<file path="src/rtl/timer_pkg.sv">
// Shared types for the loadable down-counting timer.
package timer_pkg;

    typedef enum logic [1:0] {
        IDLE = 2'd0,
        RUN  = 2'd1,
        HOLD = 2'd2
    } timer_state_t;

endpackage

</file>
<file path="src/rtl/down_timer_prescaler.sv">
// Step-rate divider for down_timer: one step every presc+1 enabled cycles.
module prescaler #(
    parameter int PRESCALE_W = 16
) (
    input  logic                  clk,
    input  logic                  rst,
    input  logic                  clr,
    input  logic                  en,
    input  logic [PRESCALE_W-1:0] presc,
    output logic                  step
);

    logic [PRESCALE_W-1:0] r_pc;
    logic                  w_hit;

    // presc is live; if it drops below r_pc the counter wraps before matching
    assign w_hit = (r_pc == presc);
    assign step  = en && w_hit;

    always_ff @(posedge clk) begin
        if (rst) begin
            r_pc <= '0;
        end else if (clr) begin
            r_pc <= '0;
        end else if (en) begin
            if (w_hit) begin
                r_pc <= '0;
            end else begin
                r_pc <= r_pc + PRESCALE_W'(1);
            end
        end
    end

endmodule

</file>
<file path="src/rtl/down_timer.sv">
// Loadable down-counting timer with prescaler, hold and auto-reload.
module down_timer
    import timer_pkg::*;
#(
    parameter int WIDTH      = 8,
    parameter int PRESCALE_W = 16
) (
    input  logic                  clk,
    input  logic                  rst,
    input  logic                  load,
    input  logic [WIDTH-1:0]      v,
    input  logic                  start,
    input  logic                  stop,
    input  logic                  hold,
    input  logic                  auto_reload,
    input  logic [PRESCALE_W-1:0] presc,
    output logic [WIDTH-1:0]      count,
    output logic                  busy,
    output logic                  done
);

    timer_state_t r_state;
    timer_state_t w_state_nx;

    logic [WIDTH-1:0] r_count;
    logic [WIDTH-1:0] r_reload;
    logic             r_done;

    logic [WIDTH-1:0] w_count_nx;
    logic [WIDTH-1:0] w_reload_nx;
    logic             w_done_nx;

    logic [WIDTH-1:0] w_eff_count;
    logic             w_start_req;
    logic             w_start_go;
    logic             w_start_zero;
    logic             w_en;
    logic             w_step;
    logic             w_clr;
    logic             w_last;

    // A same-cycle load makes start act on the new value
    assign w_eff_count  = load ? v : r_count;
    assign w_start_req  = !stop && start && (r_state == IDLE);
    assign w_start_go   = w_start_req && (w_eff_count != '0);
    assign w_start_zero = w_start_req && (w_eff_count == '0);

    assign w_en   = (r_state == RUN) && !hold;
    assign w_clr  = stop || load || w_start_go;
    assign w_last = (r_count == WIDTH'(1));

    prescaler #(
        .PRESCALE_W(PRESCALE_W)
    ) u_presc (
        .clk   (clk),
        .rst   (rst),
        .clr   (w_clr),
        .en    (w_en),
        .presc (presc),
        .step  (w_step)
    );

    always_ff @(posedge clk) begin
        if (rst) begin
            r_state <= IDLE;
        end else begin
            r_state <= w_state_nx;
        end
    end

    always_comb begin
        w_state_nx = r_state;
        if (stop) begin
            w_state_nx = IDLE;
        end else if (load) begin
            if (w_start_go) begin
                w_state_nx = RUN;
            end
        end else begin
            unique case (r_state)
                IDLE: begin
                    if (w_start_go) begin
                        w_state_nx = RUN;
                    end
                end
                RUN: begin
                    if (hold) begin
                        w_state_nx = HOLD;
                    end else if (w_step && w_last && !auto_reload) begin
                        w_state_nx = IDLE;
                    end
                end
                HOLD: begin
                    if (!hold) begin
                        w_state_nx = RUN;
                    end
                end
                default: begin
                    w_state_nx = IDLE;
                end
            endcase
        end
    end

    always_comb begin
        busy = (r_state != IDLE);
    end

    always_comb begin
        w_count_nx  = r_count;
        w_reload_nx = r_reload;
        w_done_nx   = 1'b0;
        if (stop) begin
            w_count_nx = r_count;
        end else if (load) begin
            w_count_nx  = v;
            w_reload_nx = v;
            w_done_nx   = w_start_zero;
        end else if (w_start_zero) begin
            w_done_nx = 1'b1;
        end else if (w_step) begin
            // w_step already excludes hold; a zero count never wraps
            if (r_count > WIDTH'(1)) begin
                w_count_nx = r_count - WIDTH'(1);
            end else if (w_last) begin
                w_done_nx  = 1'b1;
                w_count_nx = auto_reload ? r_reload : '0;
            end
        end
    end

    always_ff @(posedge clk) begin
        if (rst) begin
            r_count  <= '0;
            r_reload <= '0;
            r_done   <= 1'b0;
        end else begin
            r_count  <= w_count_nx;
            r_reload <= w_reload_nx;
            r_done   <= w_done_nx;
        end
    end

    assign count = r_count;
    assign done  = r_done;

endmodule

</file>
<file path="config.mk">
export PLATFORM = sky130hd
export DESIGN_NAME = down_timer
export DESIGN_NICKNAME = d
export VERILOG_FILES = /design/src/rtl/timer_pkg.sv /design/src/rtl/down_timer_prescaler.sv /design/src/rtl/down_timer.sv
export SDC_FILE = /design/constraint.sdc
export NUM_CORES = 1
export LEC_CHECK = 0
export CORE_MARGIN = 2
export CORE_UTILIZATION = 47
export DETAILED_ROUTE_END_ITERATION = 7
export PLACE_DENSITY = 0.77
export SLEW_MARGIN = 30
export SYNTH_ARGS = -nofsm -noshare
export SYNTH_HDL_FRONTEND = slang
export SYNTH_SLANG_ARGS = --single-unit
</file>
<file path="constraint.sdc">
create_clock -name clk -period 2 [get_ports clk]
set_clock_uncertainty 0.05 [all_clocks]
set_input_delay 0.4 -clock clk [delete_from_list [all_inputs] [get_ports clk]]
set_output_delay 0.4 -clock clk [all_outputs]
set_load 0.01 [all_outputs]
</file>
==> impl.org, run 1 <==
** Run status
- The run finished with clean final reports.

** Yosys
- Number of standard cells after synthesis :: 252
- Synthesized-area fraction occupied by ao, oa, aoi and oai cells :: 14.1%
- Summing the areas of all fa, ha and maj instances in the mapped netlist gives 1.80% of the synthesized area.
- Fraction of the yosys area taken by sequential cells :: 33.6%
- Top flip-flop cell by instance count after synthesis :: sky130_fd_sc_hd__dfxtp_1
- Average footprint of a synthesized cell :: 8.27 um^2
- Post-synth EDFFs :: 0
- Xor/xnor share of the synthesized area :: 13.9%
- After synthesis the netlist holds a flip-flop and latch count of 35.
- The number of nets in the synthesized netlist is 286.
- By area, the combinational part of the netlist is dominated by simple AND/OR/NAND/NOR gates.
- The synthesized netlist contains 48 unique library cells.
- After synthesis, the share of flip-flops with an asynchronous set or reset is 0%.
- For this run, the number of Yosys warnings is 0.
- After Yosys synthesis, and, or, nand and nor cells account for 28.4% of the synthesized area.
- Share of cell area taken by muxes after synthesis :: 3.84%
- Cell area after technology mapping :: 0.00208 mm^2

** Floorplan
- The floorplan step defined a die boundary enclosing 0.00498 mm^2.
- The region available for standard cell placement spans 0.00432 mm^2.
- Number of placed I/O pins :: 41
- Die extent in y :: 70.6 um
- Measured along the x axis, the die boundary spans 70.6 um.
- Initial Util :: 48.2%
- Rows :: 24

** Routing
- Iteration-0 DRC Markers :: 103
- After detailed routing, the average wire length per cell comes to 14.5 um.
- After detailed routing, the total wire length is 5660 um.
- Before antenna repair, the detailed router went through 4 iterations.
- After detailed routing, the number of vias per cell comes to 5.44.
- Detailed routing inserted a total of 2115 vias.
- In the routed design, unresolved DRC markers number 0.
- In this run the remaining antenna-violating nets after routing total 0.

** Setup path
- STA classifies the critical path endpoint as a flop.
- STA classifies the critical path startpoint as a flop.
- Worst EP required :: 2.12 ns
- The critical path is of the reg2reg type.
- At the worst endpoint, the arrival time is 2.10 ns.
- Maximum fanout count along the critical path :: 7

** STA
- The final-report max-slew violation count came to 0.
- Max_slew headroom :: 67.9%
- Time the final worst path needs with I/O delays and setup :: 1.98 ns
- Actual slew at the worst max-slew pin :: 0.478 ns
- WHS :: 0.410 ns
- Highest achievable clock rate :: 505 MHz
- Number of endpoints failing setup at the final stage :: 0
- In the finished design, the share of the clock period the worst path needs comes to 99.1%.
- Final hold vios :: 0
- Setup repair after global routing could not meet its margin everywhere.

** Place
- Port buffering added 40 buffers.
- Number of placed cells counting well taps :: 382
- Routability-driven placement congestion ratio :: 0.827
- Once detailed placement completed, the half-perimeter wirelength came to 4130 um.

** Finish
- After the last flow step, the layout net total stands at 372.
- Fill cells in the final layout number 347.
- From synthesis to final layout, the design area changed by 45.2%.
- Core Util, Final :: 70.0%
- Area of combinational cells with multiple inputs :: 0.00138 mm^2
- Count of placed standard cells in the final layout, fillers left out :: 389
- Number of antenna cells inserted :: 0
- Leaving out fill and tap cells, the most frequent cell in the layout is sky130_fd_sc_hd__buf_4.
- The post-route netlist has 23.7% of its cells at a drive strength greater than 1.
- Highest-count cells in the layout ignoring fill and taps :: sky130_fd_sc_hd__buf_4 (47), sky130_fd_sc_hd__nand2_1 (35), sky130_fd_sc_hd__dfxtp_1 (34)
- Registers take 702 um^2.

** Global route
- The via count of the first global-routing pass is 2101.
- Global routing finished with a remaining overflow of 0.
- Entering global routing, the biggest net connects 16 pins.
- For this run, the total global-route usage over all layers was measured as 24.1%.
- The number of antenna violations at the first check in global routing came to 0.
- The first global-routing pass estimated 9640 um of wire.

** Clock tree
- Number of buffers inserted for hold repair after clock tree synthesis :: 0
- Number of sinks handled by clock tree synthesis :: 35
- Clock tree from TritonCTS :: built
- Clock transition time at the flip-flop clock pins of the worst setup and hold paths :: 0.07 ns
- Clock insertion delay at the later pin of the skew report :: 0.29 ns
- Counting along the longest clock path gives a buffer depth of 2.
- The H-tree was split into 2 levels.
- In this run the clock root is driven by a sky130_fd_sc_hd__clkbuf_8.
- Number of buffers created by CTS :: 5

** Hold path
- The tightest min-delay check is of the reg2reg type.

** Power
- Across the VDD grid, the largest voltage drop is 0.438 mV.
- Pwr Density :: 573 mW/mm^2
- In this run the static leakage power is 1.26 nW.
- Overall power consumption :: 1.73 mW

** Flow run
- Max-capacitance violation count :: 0
==> cells by family after synthesis <==
logic type | count (synthesis)
buffers and inverters | 18
AO/OA/AOI/OAI | 43
XOR/XNOR | 33
multiplexers | 8
flip-flops | 35
adder cells (fa/ha/maj) | 3
AND/OR/NAND/NOR | 112
==> metal layers <==
metal	track usage [%]	part of all wire [%]
met1	31.4	45
met2	40.1	49
met3	5.56	3.9
met4	7.55	1.7
met5	0	0
==> critical path, stage by stage, from the launching register on <==
cell and delay (ns):
sky130_fd_sc_hd__dfxtp_1 0.32, sky130_fd_sc_hd__buf_4 0.16, sky130_fd_sc_hd__or4_1 0.56, sky130_fd_sc_hd__o41ai_1 0.35
sky130_fd_sc_hd__a21oi_1 0.13, sky130_fd_sc_hd__o221ai_1 0.20, sky130_fd_sc_hd__mux2i_1 0.10
==> synthesized netlist by cell type, drive strengths merged, types with 5 or more instances <==
library cell  number  area share [%]
dfxtp             35              34
nand2             35             6.3
nor2              27             4.9
xor2              19             8.0
a21oi             16             3.8
xnor2             14             5.9
nor4               9             3.7
inv                8             1.4
mux2i              8             3.8
nor3               7             2.2
nand3              6             1.4
o21ai              6             1.4
and3               5             1.5
buf                5             2.0
clkbuf             5            0.90
==> sequential cells by signal, summed over array words and instances (netlist names) <==
register      cells
r_reload          8
u_presc.r_pc     16
r_state           2
done              1
count             8
==> layout make-up <==
type	instances	share of cell area (%)
multi-input cells	199	45.7
repair buffers	89	25.6
flip-flops and latches	35	23.2
clock buffers	6	2.40
well taps	52	2.15
inverters	8	0.993
==> path summary, 6_finish.rpt <==
kind / start / to / slack (ns) / depth (start not counted)
max: count[0]$_SDFFE_PP0P_ / count[7]$_SDFFE_PP0P_ / 0.02 / 6
min: r_reload[1]$_SDFFE_PP0P_ / r_reload[1]$_SDFFE_PP0P_ / 0.41 / 2
max reg2reg: count[0]$_SDFFE_PP0P_ / count[7]$_SDFFE_PP0P_ / 0.02 / 6
min reg2reg: r_reload[1]$_SDFFE_PP0P_ / r_reload[1]$_SDFFE_PP0P_ / 0.41 / 2
==> power by group <==
part / switching, mW / internal [mW]
registers: 0.0155 / 0.718
logic: 0.248 / 0.270
clock network: 0.249 / 0.232
==> through the flow <==
stage	worst slack (ns)	setup TNS [ns]	instance area (um^2)
after global routing	-0.0620	-0.381	3030
after global placement	-0.460	-7.62	2870
after CTS	0.0211	0	2960
after detailed placement	-0.522	-8.93	2870
after floorplan	0.0407	0	2090
final	0.0183	0	3030
==> timing repair <==
action,CTS,global route
endpoints found under the setup margin,25,24
setup buffers,0,1
pin swaps,5,7
gates resized for setup,21,13
(Power assumes the default switching activity.)
==> inputs of run 2 (changes only) <==
CORE_MARGIN = unset   (was 2)
clock period = 1.63 ns   (was 2 ns; I/O delays follow)
==> run 2 against run 1 <==
The flow now finishes with violations (negative setup slack). Core utilization grew 11 points. Register-to-register slack worse by 0.34 ns. Total power rose by 29%. Sequential share of layout area shrank 1.5 points. Combinational power rose by 47%. Final area increased by 10%. Global-route usage is 7.0 points higher. Non-clock buffer count rose by 17. First-iteration DRC count rose by 41%. Final cell count increased by 3.9%. Sequential cell count unchanged. Clock power increased by 20%.
==> impl.org, run 2 (synthesis gave the netlist of run 1 again) <==
** Clock tree
- TritonCTS built the clock tree.
- Number of buffers created by CTS :: 5 (unchanged)
- Root buf cell :: sky130_fd_sc_hd__clkbuf_8
- Number of buffers inserted for hold repair after clock tree synthesis :: 0 (unchanged)
- Clock transition time at the flip-flop clock pins of the worst setup and hold paths :: 0.06 ns (about the same)
- The insertion delay of the later-clocked pin in the worst-skew pair came to 0.29 ns (about the same).
- The level count of the clock H-tree was 2 (unchanged).
- The number of buffers between clock root and the deepest sink came to 2 (unchanged).
- Number of sinks handled by clock tree synthesis :: 35 (unchanged)

** STA
- The final-report max-slew violation count is 0 (unchanged).
- The final setup violation count was 25 (+25).
- Time the final worst path needs with I/O delays and setup :: 1.95 ns (-0.0345 ns)
- The fmax was 514 MHz (+1.8%).
- The tightest slew margin relative to the limit was 70.5% (+2.7 points).
- The aggregate negative setup slack is -4.36 ns (-4.36 ns).
- The slew of the pin with the lowest slew margin is 0.438 ns (-0.0397 ns).
- Final period util :: 119% (+20 points)
- Final hold vios :: 0 (unchanged)
- Final setup slack of the worst path :: -0.317 ns (-0.336 ns)
- Setup repair after global routing could not meet its margin everywhere.

** Finish
- The layout cell share with drive strength beyond 1 came to 36.7% (+13 points).
- Most frequent standard cell in the layout excluding fill and tap cells :: sky130_fd_sc_hd__buf_4
- The antenna diode count came to 0 (unchanged).
- The register with the most flip-flops in the final layout is u_presc.r_pc.
- Area growth from synthesis to layout :: 59.9%
- Highest-count cells in the layout ignoring fill and taps :: sky130_fd_sc_hd__buf_4 (62), sky130_fd_sc_hd__nand2_1 (35), sky130_fd_sc_hd__nor2_1 (24)
- Net count, final :: 389 (+4.6%)
- Core Util, Final :: 81.0% (+11 points)
- The flip-flop count of the largest register, all copies and words added was 16 (unchanged).

** Routing
- The ratio of routed vias to standard cells was 5.77 (+6.1%).
- The mean routed wirelength per cell is 17.0 um (+17%).
- The via count is 2331 (+10%).
- The count of TritonRoute iterations in the first routing pass was 5 (+1).
- The total routed wirelength was 6890 um (+22%).
- Count of nets left with antenna violations after detail routing :: 0 (unchanged)
- The number of violations reported at the end of detailed-routing iteration 0 is 145 (+41%).
- Post-route DRC :: 0 (unchanged)

** Power
- The leakage power of the design is 1.43 nW (+14%).
- Overall power consumption :: 2.24 mW (+29%)
- The proportion of power drawn by combinational gates was 33.9% (+4.0 points).
- The sequential group share of total power was 40.3% (-2.0 points).
- The internal power consumption is 1.56 mW (+28%).
- The switching part of the total power came to 30.4% (+0.84 points).
- Net Sw Power :: 0.681 mW (+33%)
- Pwr Density :: 672 mW/mm^2 (+17%)
- Power share of the clock group :: 25.8% (-1.9 points)
- Peak supply drop :: 0.585 mV (+34%)

** Run status
- Run status :: finished with violations
- The checks that failed: negative setup slack.

** Global route
- The via count of the first global-routing pass is 2248 (+7.0%).
- The number of antenna violations at the first check in global routing is 0 (unchanged).
- The first-pass GRT wire length is 10500 um (+9.0%).
- The largest net degree at the start of global routing was 19 (+3).
- The overall global routing resource usage is 31.1% (+7.0 points).
- The total grt overflow is 0 (unchanged).

** Setup path
- Critical path start-end classification :: reg2reg
- Count of cells along the worst register-to-register path :: 6 (unchanged)
- Worst reg2reg path startpoint :: count[0]$_SDFFE_PP0P_
- In this run the critical register-to-register path is captured at count[5]$_SDFFE_PP0P_.
- The required time of the critical path was 1.79 ns (-0.33 ns).
- The maximum fanout along the worst path came to 3 (-4).
- The reg-to-reg setup timing slack is -0.32 ns (-0.34 ns).
- Kind of end point of the critical path :: flop
- The critical path data arrival time came to 2.11 ns (about the same).
- STA classifies the critical path startpoint as a flop.

** Floorplan
- Die width :: 68.6 um (-2.8%)
- The number of placement rows came to 23 (-4.2%).
- Placeable core region :: 0.00412 mm^2 (-4.8%)
- Die extent in y :: 68.6 um (-2.8%)
- The count of boundary I/O pins came to 41 (unchanged).
- The die footprint is 0.00470 mm^2 (-5.6%).
- Initial Util :: 50.6% (+2.4 points)

** Place
- Final HPWL from detailed placement :: 4450 um (+7.7%)
- Routability-driven placement congestion ratio :: 0.821 (-0.65%)
- Port buffer count :: 40 (unchanged)

** Hold path
- The startpoint identified for the worst hold timing path is r_reload[3]$_SDFFE_PP0P_.
- The count of cells along the worst hold path is 2 (unchanged).
- Endpoint with the worst hold slack :: r_reload[3]$_SDFFE_PP0P_
- The path class of the tightest hold or removal check is reg2reg.

** Flow run
- The number of maximum-capacitance violations is 0 (unchanged).
run 2: cell types whose count changed in the layout (fill, tap and decap cells not counted), moves of 3 or more:
cell and delta:
sky130_fd_sc_hd__dlygate4sd2_1 +10, sky130_fd_sc_hd__xor2_1 -3, sky130_fd_sc_hd__dfxtp_2 +9, sky130_fd_sc_hd__clkdlybuf4s50_1 -10, sky130_fd_sc_hd__nor2_1 -3, sky130_fd_sc_hd__dfxtp_1 -12, sky130_fd_sc_hd__buf_4 +15, sky130_fd_sc_hd__dfxtp_4 +3
run 2: power groups by stage:
stage               Clock (mW)  Combinational, mW  Sequential, mW
global placement             0              0.643           0.920
detailed placement           0              0.656           0.922
CTS                      0.566              0.703           0.902
global route             0.609              0.805           0.905
finish                   0.578              0.759           0.903
floorplan                    0              0.311           0.936
run 2: critical path: stages (launching register included):
cell and delay (ns):
sky130_fd_sc_hd__dfxtp_2 0.33, sky130_fd_sc_hd__buf_4 0.14, sky130_fd_sc_hd__or4_4 0.56, sky130_fd_sc_hd__or3_4 0.36
sky130_fd_sc_hd__a21oi_4 0.13, sky130_fd_sc_hd__o221ai_1 0.14, sky130_fd_sc_hd__mux2i_1 0.17
run 2: stage by stage:
stage / cell area, um^2 / hold WS, ns / setup WS [ns] / std cells
finish: 3330 / 0.413 / -0.317 / 404
global route: 3330 / 0.430 / -0.359 / 404
CTS: 3260 / 0.408 / -0.299 / 403
detailed placement: 3000 / 0.398 / -0.815 / 392
global placement: 3000 / 0.389 / -0.736 / 392
floorplan: 2130 / 0.348 / -0.246 / 252
run 2: how the worst max path moves through the flow:
stage          depth (start not counted)                         start  slack (ns)               endpoint
2_1_floorplan                          7         count[4]$_SDFFE_PP0P_       -0.25  count[4]$_SDFFE_PP0P_
4_1_cts                                5  u_presc.r_pc[4]$_SDFFE_PP0N_       -0.30  count[1]$_SDFFE_PP0P_
6_report                               6         count[0]$_SDFFE_PP0P_       -0.32  count[5]$_SDFFE_PP0P_
3_3_place_gp                           6                     presc[12]       -0.74  count[0]$_SDFFE_PP0P_
3_5_place_dp                           6                      presc[0]       -0.82  count[1]$_SDFFE_PP0P_
5_1_grt                                7         count[4]$_SDFFE_PP0P_       -0.36  count[1]$_SDFFE_PP0P_
run 2: timing repair:
item,in CTS,in global routing
pin swaps,17,3
gates resized for setup,67,13
setup endpoints to repair,34,33
cloned,0,0
setup buffers,5,1
run 2: area by class of cell:
class                   instances  area, um^2
multi-input cells             199        1550
repair buffers                106         893
fillers                       240         783
flip-flops and latches         35         724
clock buffers                   6        72.6
well taps                      50        62.6
inverters                       8        30.0
run 2: metal layers:
| layer | up-vias | track usage [%] | share of wire (%) |
|---|---|---|---|
| li1 | 1094 | - | - |
| met1 | 1121 | 37.1 | 40 |
| met2 | 95 | 51.8 | 49 |
| met3 | 21 | 5.92 | 6.8 |
| met4 | 0 | 18.0 | 4.0 |
| met5 | - | 0 | 0 |
==> inputs of run 3 (changes only) <==
clock period = 1.6 ns   (was 1.63 ns; I/O delays follow)
==> run 3 against run 2 <==
The run still ends with negative setup slack left. Global-route usage down 0.33 points. Sequential cell count unchanged. Register-to-register slack worse by 0.12 ns. Critical endpoint is now count[7]$_SDFFE_PP0P_. Largest cell class unchanged. Largest power group unchanged.
==> impl.org, run 3 (synthesis gave the netlist of run 1 again) <==
** Run status
- Run status :: finished with violations
- The final reports fail on negative setup slack.

** Setup path
- Count of cells along the worst register-to-register path :: 4 (-2)
- Broken down by cell family, the worst path's largest delay share belongs to simple AND/OR/NAND/NOR gates.
- Setup slack of the most critical reg-to-reg path :: -0.43 ns (-0.12 ns)
- Setup crit start kind :: flop
- Critical path start-end classification :: reg2reg
- Worst EP arrival :: 2.19 ns (+0.08 ns)
- CP cell instances :: or4_4, nor4_1, o41a_4, mux2i_1
- The worst setup path is captured at a flop.
- The largest stage delay on the critical path is 0.55 ns (about the same).
- Worst EP required :: 1.76 ns (-0.03 ns)
- Reg-to-reg endpoint :: count[7]$_SDFFE_PP0P_
- Launching element of the worst setup path :: count[4]$_SDFFE_PP0P_
- Maximum fanout count along the critical path :: 8 (+5)
- Cell type of the slowest stage on the worst timing path :: sky130_fd_sc_hd__or4_4
- The worst register-to-register path begins at count[4]$_SDFFE_PP0P_.
- Number of buffers and inverters on the critical path :: 0 (-1)
- The number of gates on the worst path with buffers counted was 4 (-2).
- The most critical setup path has its endpoint at count[7]$_SDFFE_PP0P_.

** Floorplan
- Placeable core region :: 0.00412 mm^2 (unchanged)
- The count of boundary I/O pins came to 41 (unchanged).
- The horizontal die dimension was 68.6 um (unchanged).
- Area of the die :: 0.00470 mm^2 (unchanged)
- The number of placement rows is 23 (unchanged).
- Die extent in y :: 68.6 um (unchanged)
- The initial standard-cell utilization of the core is 50.6% (unchanged).

** STA
- Time the final worst path needs with I/O delays and setup :: 2.03 ns (+0.0856 ns)
- The final-report max-slew violation count came to 0 (unchanged).
- The worst setup margin came to -0.433 ns (-0.116 ns).
- The fmax was 492 MHz (-4.2%).
- The total count of hold-check failures in the final report was 0 (unchanged).
- Post-Route Setup TNS :: -10.27 ns (-5.90 ns)
- Setup repair after global routing could not meet its margin everywhere.
- The tightest slew margin relative to the limit was 59.5% (-11 points).
- The slew of the pin with the lowest slew margin was 0.601 ns (+0.163 ns).
- Final period util :: 127% (+7.6 points)
- Number of endpoints failing setup at the final stage :: 27 (+8.0%)

** Routing
- The number of violations reported at the end of detailed-routing iteration 0 is 204 (+41%).
- The number of nets still failing antenna checks after routing is 0 (unchanged).
- Detailed-route via count :: 2448 (+5.0%)
- WL final :: 7840 um (+14%)
- DR pass1 iterations :: 5 (unchanged)
- The remaining routing DRC violations was 0 (unchanged).
- Vias per inst :: 6.00 (+4.0%)
- Routed length per instance :: 19.2 um (+13%)

** Power
- The internal power consumption is 1.64 mW (+5.4%).
- The sequential group share of total power came to 38.1% (-2.2 points).
- The switching power is 0.781 mW (+15%).
- The power after layout is 2.42 mW (+8.2%).
- The switching part of the total power came to 32.2% (+1.8 points).
- The ratio of total power to cell area was 704 mW/mm^2 (+4.8%).
- Power share of the clock group :: 28.9% (+3.1 points)
- Peak supply drop :: 0.470 mV (-20%)
- Portion of total power attributed to combinational logic :: 33.0% (-0.9 points)
- Static Leakage :: 1.46 nW (+1.7%)

** Finish
- Net count, final :: 391 (+0.51%)
- Most frequent standard cell in the layout excluding fill and tap cells :: sky130_fd_sc_hd__buf_4
- Layout cell share with drive strength beyond 1 :: 39.1% (+2.4 points)
- Number of fill cells in the layout :: 219 (-8.8%)
- The final standard cell utilization of the core was 83.6% (+2.6 points).
- Highest-count cells in the layout ignoring fill and taps :: sky130_fd_sc_hd__buf_4 (61), sky130_fd_sc_hd__nand2_1 (35), sky130_fd_sc_hd__dfxtp_1 (24)
- Area growth from synthesis to layout :: 65.2%
- Number of flip-flops in the largest register :: 16 (unchanged)
- Most flops, register :: u_presc.r_pc
- Number of antenna cells inserted :: 0 (unchanged)

** Clock tree
- The number of hold-repair buffers added at the cts stage was 0 (unchanged).
- Number of sinks handled by clock tree synthesis :: 35 (unchanged)
- Number of buffers created by CTS :: 5 (unchanged)
- CTS placed an instance of sky130_fd_sc_hd__clkbuf_8 at the clock tree root.
- Clock tree from TritonCTS :: built
- Depth of the CTS H-tree :: 2 (unchanged)
- The clock edge transition at the registers on the reported setup and hold paths came to 0.08 ns (+0.02 ns).
- The number of buffers between clock root and the deepest sink came to 2 (unchanged).
- Clock insertion delay at the later pin of the skew report :: 0.29 ns (about the same)

** Place
- The number of port buffers is 40 (unchanged).
- Routability-driven placement congestion ratio :: 0.854 (+4.0%)
- Dpl ws :: -0.826 ns (-0.0103 ns)
- Final HPWL from detailed placement :: 4320 um (-2.8%)

** Global route
- Initial antenna violation count :: 0 (unchanged)
- The first-pass GRT wire length was 10400 um (-0.72%).
- Remaining global-route overflow :: 0 (unchanged)
- Total Routing Usage GR :: 30.8% (-0.33 points)
- Via count of the first global-routing pass :: 2248 (unchanged)
- Pin count of the biggest net entering global routing :: 19 (unchanged)

** Hold path
- Path type of the worst min-delay path :: reg2reg

** Flow run
- Max-capacitance violation count :: 0 (unchanged)
==> run 3: metal layers <==
layer  track usage (%)  vias to the layer above  share of wire (%)
met2              51.7                      162                 49
met3              4.93                       40                8.2
li1                  -                     1103                  -
met4              11.7                        0                4.4
met1              39.3                     1143                 38
met5                 0                        -                  0
==> run 3: what timing repair did <==
| action | 4_1_cts | 5_1_grt |
|---|---|---|
| gates resized for setup | 53 | 41 |
| gates cloned | 1 | 0 |
| setup endpoints to repair | 35 | 32 |
| buffers inserted | 3 | 5 |
| pin swaps | 16 | 18 |
==> run 3: worst min path at each step <==
stage | startpoint | to | slack [ns] | cells after the start
6_report | r_reload[3]$_SDFFE_PP0P_ | r_reload[3]$_SDFFE_PP0P_ | 0.42 | 2
5_1_grt | r_reload[3]$_SDFFE_PP0P_ | r_reload[3]$_SDFFE_PP0P_ | 0.43 | 2
2_1_floorplan | stop | r_state[0]$_SDFFE_PP0P_ | 0.34 | 1
3_3_place_gp | r_reload[1]$_SDFFE_PP0P_ | r_reload[1]$_SDFFE_PP0P_ | 0.39 | 2
4_1_cts | r_reload[6]$_SDFFE_PP0P_ | r_reload[6]$_SDFFE_PP0P_ | 0.41 | 2
3_5_place_dp | r_reload[6]$_SDFFE_PP0P_ | r_reload[6]$_SDFFE_PP0P_ | 0.40 | 2
==> run 3: final cells by class <==
| type | instances | area [um^2] | area share [%] |
|---|---|---|---|
| Tap cell | 50 | 62.6 | 1.82 |
| Clock buffer | 6 | 82.6 | 2.40 |
| Sequential cell | 35 | 717 | 20.8 |
| Timing Repair Buffer | 108 | 945 | 27.5 |
| Clock inverter | 2 | 16.3 | 0.473 |
| Multi-Input combinational cell | 199 | 1580 | 46.0 |
| Inverter | 8 | 33.8 | 0.982 |
==> run 3: power by group through the flow <==
| stage | Combinational, mW | Sequential, mW | Clock (mW) |
|---|---|---|---|
| 2_1_floorplan | 0.318 | 0.953 | 0 |
| 3_3_place_gp | 0.640 | 0.936 | 0 |
| 3_5_place_dp | 0.651 | 0.938 | 0 |
| 4_1_cts | 0.673 | 0.918 | 0.712 |
| 5_1_grt | 0.837 | 0.924 | 0.745 |
| 6_report | 0.800 | 0.923 | 0.701 |
==> run 3: metrics by stage <==
step           hold slack, ns  cells  cell area (um^2)
6_report                0.417    408              3440
5_1_grt                 0.434    408              3440
4_1_cts                 0.408    404              3250
3_5_place_dp            0.397    392              3000
3_3_place_gp            0.388    392              3000
2_1_floorplan           0.342    252              2130
==> run 3: tightest hold or removal path, cell delays in order, from the launching register on <==
cell	delay, ns
sky130_fd_sc_hd__dfxtp_1	0.32
sky130_fd_sc_hd__nand2_1	0.05
sky130_fd_sc_hd__a21oi_1	0.05
